==> config.mk <==
export PLATFORM = sky130hd
export DESIGN_NAME = uart_transceiver
export DESIGN_NICKNAME = d
export VERILOG_FILES = /design/src/rtl/uart_pkg.sv /design/src/rtl/uart_receiver.sv /design/src/rtl/uart_transmitter.sv /design/src/rtl/uart_transceiver.sv
export SDC_FILE = /design/constraint.sdc
export NUM_CORES = 1
export LEC_CHECK = 0
export CAP_MARGIN = 10
export CORE_MARGIN = 1
export CORE_UTILIZATION = 40
export DETAILED_ROUTE_END_ITERATION = 10
export PLACE_DENSITY = 0.65
export SLEW_MARGIN = 20
export SYNTH_ARGS = -nofsm -noshare
export SYNTH_HDL_FRONTEND = slang
export SYNTH_SLANG_ARGS = --single-unit
==> constraint.sdc <==
create_clock -name clk -period 2.1 [get_ports clk]
set_input_delay 0.21 -clock clk [delete_from_list [all_inputs] [get_ports clk]]
set_output_delay 0.21 -clock clk [all_outputs]
set_load 0.1 [all_outputs]
==> src/rtl/uart_pkg.sv <==
// Shared types and constants for the UART echo channel: FSM state encoding,
// frame geometry, rx->tx handshake codes and the parity helper.
package uart_pkg;

    // Both the receiver and the transmitter walk the same frame sequence.
    typedef enum logic [2:0] {
        IDLE,
        START,
        DATA,
        PAR,
        STOP
    } uart_state_e;

    // start + 8 data + parity + stop
    localparam int FRAME_BITS = 11;

    // rx->tx handshake strobe codes
    localparam logic [1:0] TXEN_GOOD = 2'b01;
    localparam logic [1:0] TXEN_FERR = 2'b10;

    // Even parity: the parity bit that makes the total count of ones even.
    function automatic logic even_parity(input logic [7:0] i_byte);
        return ^i_byte;
    endfunction

endpackage

==> src/rtl/uart_receiver.sv <==
// UART receiver: 2-flop input synchroniser, then a centre-sampling FSM that
// deserialises start / 8 data (LSB first) / even parity / stop.
// A good stop bit latches the byte and parity status and fires a GOOD strobe;
// a bad stop bit fires a FERR strobe and leaves the held byte alone.
module uart_receiver
    import uart_pkg::*;
#(
    parameter int CLKS_PER_BIT = 16,
    parameter int DATA_BITS    = 8
) (
    input  logic                 clk,
    input  logic                 rst,
    input  logic                 i_serial,
    output logic [DATA_BITS-1:0] o_data,
    output logic                 o_parity_err,
    output logic [1:0]           o_tx_enable
);

    localparam int                CNT_W    = $clog2(CLKS_PER_BIT);
    localparam logic [CNT_W-1:0]  BIT_END  = CNT_W'(CLKS_PER_BIT - 1);
    localparam logic [CNT_W-1:0]  HALF_END = CNT_W'(CLKS_PER_BIT / 2 - 1);
    localparam logic [2:0]        LAST_BIT = 3'(DATA_BITS - 1);

    logic                 r_sync1;
    logic                 r_sync2;
    uart_state_e          r_state;
    logic [CNT_W-1:0]     r_cnt;
    logic [2:0]           r_bit_idx;
    logic [DATA_BITS-1:0] r_shift;
    logic                 r_par_bit;
    logic [DATA_BITS-1:0] r_data;
    logic                 r_parity_err;
    logic [1:0]           r_tx_enable;

    logic                 w_rx;
    logic                 w_bit_done;
    uart_state_e          w_state_next;
    logic [CNT_W-1:0]     w_cnt_next;
    logic [2:0]           w_bit_idx_next;
    logic [DATA_BITS-1:0] w_shift_next;
    logic                 w_par_bit_next;
    logic                 w_good;
    logic                 w_ferr;

    assign w_rx       = r_sync2;
    assign w_bit_done = (r_cnt == BIT_END);

    // Two-flop synchroniser; resets to the idle-high line level so reset
    // release never looks like a start bit.
    // NOTE: sequential state uses non-blocking (<=) so every flop samples
    // pre-edge values; blocking here would collapse the two stages into one.
    always_ff @(posedge clk or posedge rst) begin
        if (rst) begin
            r_sync1 <= 1'b1;
            r_sync2 <= 1'b1;
        end else begin
            r_sync1 <= i_serial;
            r_sync2 <= r_sync1;
        end
    end

    // FSM state, bit-timing counter and shift register.
    always_ff @(posedge clk or posedge rst) begin
        if (rst) begin
            r_state   <= IDLE;
            r_cnt     <= '0;
            r_bit_idx <= '0;
            r_shift   <= '0;
            r_par_bit <= 1'b0;
        end else begin
            r_state   <= w_state_next;
            r_cnt     <= w_cnt_next;
            r_bit_idx <= w_bit_idx_next;
            r_shift   <= w_shift_next;
            r_par_bit <= w_par_bit_next;
        end
    end

    // Next-state logic: half a bit to the start-bit centre, then one full
    // bit time between every later sample.
    // NOTE: every output of this block gets a default first; any path that
    // skipped an assignment would otherwise infer a latch.
    always_comb begin
        w_state_next   = r_state;
        w_cnt_next     = r_cnt;
        w_bit_idx_next = r_bit_idx;
        w_shift_next   = r_shift;
        w_par_bit_next = r_par_bit;
        w_good         = 1'b0;
        w_ferr         = 1'b0;

        case (r_state)
            IDLE: begin
                w_cnt_next     = '0;
                w_bit_idx_next = '0;
                if (!w_rx) begin
                    w_state_next = START;
                end
            end
            START: begin
                if (r_cnt == HALF_END) begin
                    w_cnt_next   = '0;
                    // A line back high at mid-start is a glitch, not a frame.
                    w_state_next = w_rx ? IDLE : DATA;
                end else begin
                    w_cnt_next = r_cnt + 1'b1;
                end
            end
            DATA: begin
                if (w_bit_done) begin
                    w_cnt_next     = '0;
                    w_shift_next   = {w_rx, r_shift[DATA_BITS-1:1]};
                    // 3-bit index wraps 7->0 on the way out of DATA.
                    w_bit_idx_next = r_bit_idx + 3'd1;
                    if (r_bit_idx == LAST_BIT) begin
                        w_state_next = PAR;
                    end
                end else begin
                    w_cnt_next = r_cnt + 1'b1;
                end
            end
            PAR: begin
                if (w_bit_done) begin
                    w_cnt_next     = '0;
                    w_par_bit_next = w_rx;
                    w_state_next   = STOP;
                end else begin
                    w_cnt_next = r_cnt + 1'b1;
                end
            end
            STOP: begin
                if (w_bit_done) begin
                    w_cnt_next   = '0;
                    w_state_next = IDLE;
                    w_good       = w_rx;
                    w_ferr       = !w_rx;
                end else begin
                    w_cnt_next = r_cnt + 1'b1;
                end
            end
            default: begin
                w_state_next = IDLE;
            end
        endcase
    end

    // Result registers: byte and parity status update only on a good stop;
    // the handshake strobe is high for exactly the one cycle after the sample.
    always_ff @(posedge clk or posedge rst) begin
        if (rst) begin
            r_data       <= '0;
            r_parity_err <= 1'b0;
            r_tx_enable  <= 2'b00;
        end else begin
            if (w_good) begin
                r_data       <= r_shift;
                r_parity_err <= even_parity(r_shift) ^ r_par_bit;
            end
            if (w_good) begin
                r_tx_enable <= TXEN_GOOD;
            end else if (w_ferr) begin
                r_tx_enable <= TXEN_FERR;
            end else begin
                r_tx_enable <= 2'b00;
            end
        end
    end

    assign o_data       = r_data;
    assign o_parity_err = r_parity_err;
    assign o_tx_enable  = r_tx_enable;

endmodule

==> src/rtl/uart_transmitter.sv <==
// UART transmitter: on a start strobe, captures a byte and sends
// start / 8 data (LSB first) / regenerated even parity / stop, each bit held
// for CLKS_PER_BIT cycles. The line is driven from a flop, idle high.
module uart_transmitter
    import uart_pkg::*;
#(
    parameter int CLKS_PER_BIT = 16,
    parameter int DATA_BITS    = 8
) (
    input  logic                 clk,
    input  logic                 rst,
    input  logic                 i_start,
    input  logic [DATA_BITS-1:0] i_data,
    output logic                 o_tx
);

    localparam int               CNT_W    = $clog2(CLKS_PER_BIT);
    localparam logic [CNT_W-1:0] BIT_END  = CNT_W'(CLKS_PER_BIT - 1);
    localparam logic [2:0]       LAST_BIT = 3'(DATA_BITS - 1);

    uart_state_e          r_state;
    logic [CNT_W-1:0]     r_cnt;
    logic [2:0]           r_bit_idx;
    logic [DATA_BITS-1:0] r_shift;
    logic                 r_par;
    logic                 r_tx;

    logic                 w_bit_done;
    logic                 w_load;
    uart_state_e          w_state_next;
    logic [CNT_W-1:0]     w_cnt_next;
    logic [2:0]           w_bit_idx_next;
    logic [DATA_BITS-1:0] w_shift_next;
    logic                 w_par_next;
    logic                 w_tx_next;

    assign w_bit_done = (r_cnt == BIT_END);

    // FSM state, counters, data shift register and the registered line.
    always_ff @(posedge clk or posedge rst) begin
        if (rst) begin
            r_state   <= IDLE;
            r_cnt     <= '0;
            r_bit_idx <= '0;
            r_shift   <= '0;
            r_par     <= 1'b0;
            r_tx      <= 1'b1;
        end else begin
            r_state   <= w_state_next;
            r_cnt     <= w_cnt_next;
            r_bit_idx <= w_bit_idx_next;
            r_shift   <= w_shift_next;
            r_par     <= w_par_next;
            r_tx      <= w_tx_next;
        end
    end

    // Next-state logic; the next line level is decided together with the
    // transition so the start bit appears one edge after the strobe.
    always_comb begin
        w_state_next   = r_state;
        w_cnt_next     = r_cnt;
        w_bit_idx_next = r_bit_idx;
        w_shift_next   = r_shift;
        w_par_next     = r_par;
        w_tx_next      = r_tx;
        w_load         = 1'b0;

        case (r_state)
            IDLE: begin
                w_cnt_next     = '0;
                w_bit_idx_next = '0;
                w_tx_next      = 1'b1;
                w_load         = i_start;
            end
            START: begin
                if (w_bit_done) begin
                    w_cnt_next   = '0;
                    w_state_next = DATA;
                    w_tx_next    = r_shift[0];
                end else begin
                    w_cnt_next = r_cnt + 1'b1;
                end
            end
            DATA: begin
                if (w_bit_done) begin
                    w_cnt_next     = '0;
                    w_bit_idx_next = r_bit_idx + 3'd1;
                    if (r_bit_idx == LAST_BIT) begin
                        w_state_next = PAR;
                        w_tx_next    = r_par;
                    end else begin
                        w_shift_next = {1'b0, r_shift[DATA_BITS-1:1]};
                        w_tx_next    = r_shift[1];
                    end
                end else begin
                    w_cnt_next = r_cnt + 1'b1;
                end
            end
            PAR: begin
                if (w_bit_done) begin
                    w_cnt_next   = '0;
                    w_state_next = STOP;
                    w_tx_next    = 1'b1;
                end else begin
                    w_cnt_next = r_cnt + 1'b1;
                end
            end
            STOP: begin
                if (w_bit_done) begin
                    w_cnt_next     = '0;
                    w_bit_idx_next = '0;
                    w_state_next   = IDLE;
                    w_tx_next      = 1'b1;
                    // The last stop cycle counts as idle: with back-to-back
                    // reception the next strobe lands exactly here.
                    w_load         = i_start;
                end else begin
                    w_cnt_next = r_cnt + 1'b1;
                end
            end
            default: begin
                w_state_next = IDLE;
                w_tx_next    = 1'b1;
            end
        endcase

        if (w_load) begin
            w_shift_next = i_data;
            w_par_next   = even_parity(i_data);
            w_cnt_next   = '0;
            w_state_next = START;
            w_tx_next    = 1'b0;
        end
    end

    assign o_tx = r_tx;

endmodule

==> src/rtl/uart_transceiver.sv <==
// UART echo channel: every good frame received on `serial` is re-sent on
// `tx_out` with freshly generated even parity. Pure structural top.
module uart_transceiver
    import uart_pkg::*;
#(
    parameter int CLKS_PER_BIT = 16,
    parameter int DATA_BITS    = 8
) (
    input  logic                 clk,
    input  logic                 rst,
    input  logic                 serial,
    output logic [DATA_BITS-1:0] trans,
    output logic                 parity,
    output logic                 tx_out,
    output logic [1:0]           tx_enable
);

    // Receive side: deserialise, check parity and stop, raise the handshake.
    uart_receiver #(
        .CLKS_PER_BIT (CLKS_PER_BIT),
        .DATA_BITS    (DATA_BITS)
    ) u_rx (
        .clk          (clk),
        .rst          (rst),
        .i_serial     (serial),
        .o_data       (trans),
        .o_parity_err (parity),
        .o_tx_enable  (tx_enable)
    );

    // Transmit side: echo the latched byte on each GOOD strobe.
    uart_transmitter #(
        .CLKS_PER_BIT (CLKS_PER_BIT),
        .DATA_BITS    (DATA_BITS)
    ) u_tx (
        .clk     (clk),
        .rst     (rst),
        .i_start (tx_enable[0]),
        .i_data  (trans),
        .o_tx    (tx_out)
    );

endmodule

==> results.py, run 1 <==
metrics = {
    "routing": {
        "vias_per_cell": 5.314,
        "via_count": 1743,
        "drt-total-wl_um": 4795,
        "drc_errors": 0,
        "drtIter0Drc": 68,
        "wl_per_cell_um": 14.62,
        "dr.pass1.iters": 4,
        "ant_nets": 0,
    },
    "cells_and_area": {
        "drive_gt1_frac": 0.3227,
        "synthToLayoutAreaGrowth_pct": 12.56,
        "layout_commonest_cell": "dfrtp_1",
        "diodes": 0,
        "layout_common_cells": "dfrtp_1 (49), mux2_2 (25), buf_4 (21), nand2_1 (14), nor2_1 (12)",
        "fin_util": 0.4695,
        "seqCellArea_sq_um": 1305,
        "nets": 259,
        "fill_cells": 573,
        "multi_input_area_sq_um": 1299,
    },
    "yosys": {
        "syn_avg_cell_area_sq_um": 11.75,
        "yosys.cell_types.count": 58,
        "ys_warn_count": 0,
        "yosysSeqAreaShare": 0.4872,
        "syn_area_sq_um": 2679,
        "netlist_instances": 228,
        "async_flop_share": 1.000,
        "syn_nets": 237,
        "synth_enable_flop_cells": 0,
        "ys_ff_latch": 52,
        "ys.flop_type": "dfrtp_1",
    },
    "grt": {
        "grt_max_degree": 53,
        "grt_pass1_wl_um": 8355,
        "grt_usage": 0.1486,
        "antenna_found_initial": 0,
        "gr-total-overflow": 0,
        "grt_pass1_vias": 1750,
    },
    "clock_network": {
        "ctsHoldBuffers": 0,
        "clkSlewWorstSetupHoldPaths_ns": 0.10,
        "cts-root-to-sink-buffers": 2,
        "cts_buffers": 5,
        "cts_setup_buffers": 0,
        "cts_tree": "done",
        "htreeDepth": 2,
        "clockRootBuffer": "clkbuf_8",
        "clock_latency_ns": 0.31,
        "numClockSinks": 52,
        "cts_resized": 0,
    },
    "worst_setup_path": {
        "worstPathArrival_ns": 2.12,
        "crit_required_ns": 2.30,
        "path_class": "flop to flop",
        "cp-start-kind": "flop",
        "path_cells": "ha_1 -> and3_2 -> o211ai_2 -> mux2_2 -> mux2_4",
        "r2r_end": "u_tx.r_shift[1]",
        "slowest_stage": "dfrtp_1",
        "rrSetupSlack_ns": 0.18,
        "rr_worst_depth": 5,
        "slowest_delay_ns": 0.43,
        "crit_start": "u_tx.r_cnt[0]",
        "critPathMaxFanout": 6,
        "r2r-start": "u_tx.r_cnt[0]",
        "worst-path-buf-inv": 0,
        "crit_path_end_kind": "flop",
        "critPathTopFamily": "multiplexers",
    },
    "timing": {
        "max_clock_freq_mhz": 521.1,
        "timing_hold_violations_final": 0,
        "period_needed_ns": 1.919,
        "finalSetupViolCount": 0,
        "fin_skew_ns": 0.005545,
        "tightest_slew_ns": 0.4631,
        "final.period_utilization": 0.9139,
        "slew_headroom": 0.6903,
        "drv_slew": 0,
        "rsz0062_at_grt": "false",
        "fin_tns_setup_ns": 0,
    },
    "run": {
        "drv_cap": 0,
    },
    "outcome": {
        "status": "finished, final reports clean",
    },
    "min_path": {
        "hold_class": "input pin to async pin",
    },
    "placed_design": {
        "io_buffers": 14,
        "gp_congestion": 0.8085,
        "dp.final_hpwl_um": 3433,
    },
    "floorplanning": {
        "pin_count": 15,
        "dieHeight_um": 83.84,
        "core_sq_um": 6422,
        "rows": 29,
        "die_w_um": 83.84,
        "dieArea_sq_um": 7028,
        "initial_core_util": 0.4171,
    },
    "power": {
        "power_leakage_nw": 1.436,
        "p_per_area_nw_per_um2": 661.4,
        "vdd_drop_max_mv": 0.3236,
    },
}
-- worst min-delay path: cells and delay by family --
family | cells | cell delay (ns)
buffers and inverters | 3 | 0.73
-- sequential cells by signal (all words and copies together) (netlist names) --
signal,cells
u_rx.r_shift,8
u_tx.r_cnt,4
u_rx.r_sync2,1
u_rx.r_sync1,1
u_tx.r_shift,8
u_tx.r_bit_idx,3
u_tx.r_state,3
u_rx.r_par_bit,1
u_rx.o_parity_err,1
u_rx.o_tx_enable,2
u_rx.r_bit_idx,3
u_tx.o_tx,1
u_rx.r_state,3
u_tx.r_par,1
u_rx.o_data,8
u_rx.r_cnt,4
-- per-layer routing --
metal  global-route usage  up-vias  share of wire
met5                    0        -              0
met4              0.02821        0         0.0079
met3              0.04649        5          0.040
met2               0.2295       24           0.45
met1               0.2075      844           0.50
li1                     -      870              -
-- synth_stat cells, drive strengths merged, types with 2 or more instances --
cell type	instances	area, sq um
a21oi	11	66.32
a22o	3	26.28
a22oi	2	15.01
a31oi	3	18.77
and3	4	31.28
buf	5	33.78
clkbuf	4	15.01
dfrtp	49	1226
dfstp	3	78.83
ha	6	75.07
inv	7	26.27
mux2	32	382.9
mux2i	2	20.02
nand2	14	52.55
nand3	9	50.05
nor2	12	45.04
nor3	5	36.29
nor3b	3	27.52
o211ai	2	20.02
o21ai	10	53.80
o22ai	3	18.77
o41ai	2	25.03
or2	3	18.77
or3	2	17.52
xnor2	11	96.34
xor2	5	43.79
-- worst max path at each step --
stage,to,slack [ns],cells after the start
final,u_tx.r_shift[1],0.18,5
after global routing,u_tx.r_shift[0],0.10,5
after CTS,u_tx.r_shift[1],0.17,5
after detailed placement,u_tx.r_shift[1],0.19,5
after global placement,u_tx.r_shift[2],0.22,5
after floorplan,u_tx.r_shift[0],0.30,5
-- cell type report --
type / count / area share
multi-input combinational: 160 / 0.4307
tap: 77 / 0.03195
clock inverter: 3 / 0.007469
timing repair buffer: 24 / 0.06556
clock buffer: 5 / 0.02282
inverter: 7 / 0.008714
sequential: 52 / 0.4328
-- kinds of logic after synthesis --
logic type               synth area share
flip-flops                         0.4872
adder cells (fa/ha/maj)           0.02802
AO/OA/AOI/OAI                      0.1317
multiplexers                       0.1504
buffers and inverters             0.02802
AND/OR/NAND/NOR                    0.1140
XOR/XNOR                          0.06072
-- metrics by stage --
| stage | hold WS (ns) | total power [mW] | area, sq um | setup slack (ns) | cells |
|---|---|---|---|---|---|
| 2_1_floorplan | 0.2145 | 1.359 | 2679 | 0.2961 | 228 |
| 3_3_place_gp | 0.3466 | 1.417 | 2924 | 0.2236 | 320 |
| 3_5_place_dp | 0.3485 | 1.426 | 2924 | 0.1872 | 320 |
| 4_1_cts | 0.2620 | 2.018 | 3015 | 0.1705 | 328 |
| 5_1_grt | 0.2677 | 2.099 | 3015 | 0.1034 | 328 |
| 6_report | 0.2431 | 1.994 | 3015 | 0.1809 | 328 |
-- report_power, final --
group | total [mW] | switching, mW | internal (mW)
combinational | 0.299 | 0.172 | 0.127
sequential | 1.10 | 0.0571 | 1.05
clock | 0.591 | 0.352 | 0.240
(Power assumes the default switching activity.)
==> run 2: changes to the inputs <==
PLACE_DENSITY = default   (was 0.65)
SYNTH_HIERARCHICAL = 1   (was default)
==> run 2 against run 1 <==
Die area up 3.5%; combinational power up 64%; setup slack worse by 0.019 ns; via count up 1.5%; maximum frequency down 1.0%; clock power up 19%; sequential share of layout area down 0.63 points; synthesized cell count up 4.4%; critical path depth up 1.
==> results.py, run 2 <==
metrics = {
    "cells_and_area": {
        "diodes": 0,
        "layout_commonest_cell": "dfrtp_1",
        "fin_util": 0.4690,
        "finalInstanceArea_sq_um": 3063,
        "nets": 263,
        "fill_cells": 600,
        "drive_gt1_frac": 0.2824,
        "layoutNonFillerInstCount": 332,
        "synthToLayoutAreaGrowth_pct": 10.42,
        "layout_common_cells": "dfrtp_1 (48), buf_4 (21), nand2_1 (18), mux2_4 (15), o21ai_0 (15)",
    },
    "clock_network": {
        "cts_buffers": 5,
        "clockRootBuffer": "clkbuf_8",
        "cts_resized": 0,
        "ctsHoldBuffers": 0,
        "cts_tree": "done",
        "cts-root-to-sink-buffers": 2,
        "htreeDepth": 2,
        "cts_setup_buffers": 0,
        "clock_latency_ns": 0.30,
        "clkSlewWorstSetupHoldPaths_ns": 0.10,
        "numClockSinks": 52,
    },
    "power": {
        "seqPwrFrac": 0.500,
        "p_per_area_nw_per_um2": 780.3,
        "internal-power_mw": 1.700,
        "p_sw_frac": 0.2887,
        "power_leakage_nw": 1.453,
        "p_sw_mw": 0.6900,
        "p_clk_frac": 0.295,
        "comb_power_share": 0.205,
        "vdd_drop_max_mv": 0.3909,
    },
    "routing": {
        "ant_nets": 0,
        "dr.pass1.iters": 5,
        "drt-total-wl_um": 4975,
        "via_count": 1770,
        "vias_per_cell": 5.331,
        "drc_errors": 0,
        "wl_per_cell_um": 14.98,
        "drtIter0Drc": 34,
    },
    "timing": {
        "rsz0062_at_grt": "false",
        "finalSetupViolCount": 0,
        "timing_hold_violations_final": 0,
        "final.period_utilization": 0.9231,
        "slew_headroom": 0.6189,
        "max_clock_freq_mhz": 515.9,
        "fin_tns_setup_ns": 0,
        "fin_skew_ns": 0.004190,
        "fin_ws_ns": 0.1616,
        "drv_slew": 0,
        "tightest_slew_ns": 0.5717,
        "period_needed_ns": 1.938,
    },
    "min_path": {
        "hold_class": "input pin to async pin",
    },
    "placed_design": {
        "gp_congestion": 0.7247,
        "dp.final_hpwl_um": 3509,
        "place_area_sq_um": 2948,
        "post-place-ws_ns": 0.1635,
        "dpl.cell_count": 324,
        "io_buffers": 14,
    },
    "floorplanning": {
        "rows": 29,
        "dieHeight_um": 85.28,
        "core_sq_um": 6531,
        "pin_count": 15,
        "initial_core_util": 0.4247,
        "die_w_um": 85.28,
        "dieArea_sq_um": 7272,
    },
    "worst_setup_path": {
        "crit_required_ns": 2.29,
        "rr_worst_depth": 6,
        "cp-start-kind": "flop",
        "rrSetupSlack_ns": 0.16,
        "r2r_end": "u_tx/r_shift[4]",
        "critPathMaxFanout": 8,
        "crit_path_end_kind": "flop",
        "r2r-start": "u_tx/r_bit_idx[0]",
        "worstPathArrival_ns": 2.13,
        "path_class": "flop to flop",
    },
    "outcome": {
        "status": "finished, final reports clean",
    },
    "yosys": {
        "ys.flop_type": "dfrtp_1",
        "synth_common_cells": "dfrtp_1 (49), nand2_1 (18), mux2_4 (15), o21ai_0 (15), xnor2_1 (14)",
        "netlist_instances": 238,
        "synth_top_area_frac": 0.4420,
        "async_flop_share": 1.000,
        "syn_area_sq_um": 2774,
        "ys_top_cells_by_area": "dfrtp_1 (44%), mux2_4 (8.1%), mux2_2 (4.5%)",
        "yosysSeqAreaShare": 0.4705,
        "synth_area_leader_cell": "dfrtp_1",
        "syn_avg_cell_area_sq_um": 11.66,
        "yosys.cell_types.count": 50,
        "ys_warn_count": 6,
        "syn_nets": 247,
        "synth_enable_flop_cells": 0,
        "synth.most_common_cell": "dfrtp_1",
        "ys_ff_latch": 52,
    },
    "grt": {
        "grt_pass1_wl_um": 8673,
        "grt_usage": 0.1512,
        "grt_max_degree": 33,
        "gr-total-overflow": 0,
        "grt_pass1_vias": 1754,
        "antenna_found_initial": 0,
    },
    "run": {
        "drv_cap": 0,
    },
}
[run 2: cell count changes after synthesis, moves of 4 or more]
cell     delta
inv_1       +4
mux2_1      +5
o21ai_0     +6
buf_6       +5
mux2_2     -14
mux2_4      +9
nand2_1     +4
[run 2: per-stage QoR]
step           power [mW]  hold WS (ns)
2_1_floorplan       1.607        0.1731
3_3_place_gp        1.691        0.3465
3_5_place_dp        1.705        0.3472
4_1_cts             2.423        0.2610
5_1_grt             2.538        0.2881
6_report            2.390        0.2524
[run 2: cells by family after synthesis]
| family | after synthesis | synth area share |
|---|---|---|
| flops | 52 | 0.4705 |
| mux | 34 | 0.1574 |
| buf+inv | 24 | 0.05006 |
| compound gates | 45 | 0.1155 |
| simple gates | 59 | 0.1173 |
| xor+xnor | 17 | 0.05864 |
| fa+ha+maj | 7 | 0.03067 |
[run 2: final cells by class]
class | instances | area (sq um) | area share
tap | 77 | 96.34 | 0.03145
clock buffer | 5 | 68.82 | 0.02247
multi-input combinational | 162 | 1330 | 0.4342
clock inverter | 3 | 46.29 | 0.01511
timing repair buffer | 23 | 177.7 | 0.05801
sequential | 52 | 1306 | 0.4265
inverter | 10 | 37.54 | 0.01225
[run 2: worst max path at each step]
stage                        start               to  slack (ns)  cells after the start
2_1_floorplan  u_rx/o_tx_enable[0]  u_tx/r_shift[1]        0.02                      5
3_5_place_dp     u_tx/r_bit_idx[0]  u_tx/r_shift[4]        0.16                      6
6_report         u_tx/r_bit_idx[0]  u_tx/r_shift[4]        0.16                      6
3_3_place_gp     u_tx/r_bit_idx[0]  u_tx/r_shift[4]        0.22                      6
5_1_grt              u_tx/r_cnt[0]  u_tx/r_shift[3]        0.05                      5
4_1_cts          u_tx/r_bit_idx[0]  u_tx/r_shift[4]        0.15                      6
[run 2: power by group through the flow]
| stage | registers [mW] | clock network, mW | logic (mW) |
|---|---|---|---|
| 5_1_grt | 1.21 | 0.774 | 0.550 |
| 2_1_floorplan | 1.17 | 0 | 0.435 |
| 3_3_place_gp | 1.21 | 0 | 0.478 |
| 6_report | 1.19 | 0.705 | 0.491 |
| 4_1_cts | 1.19 | 0.736 | 0.493 |
| 3_5_place_dp | 1.21 | 0 | 0.490 |
[run 2: layer usage]
layer	track usage	up-vias	wire length [um]
li1	-	878	-
met1	0.2183	866	2611
met2	0.2375	22	2231
met3	0.02918	4	106
met4	0.03333	0	25
met5	0	-	0
[run 2: critical path, stage by stage, from the launching register on]
cell and delay (ns):
dfrtp_1 0.40, ha_1 0.20, ha_1 0.22, inv_1 0.08, a31oi_2 0.10, a211oi_4 0.43
mux2_2 0.39
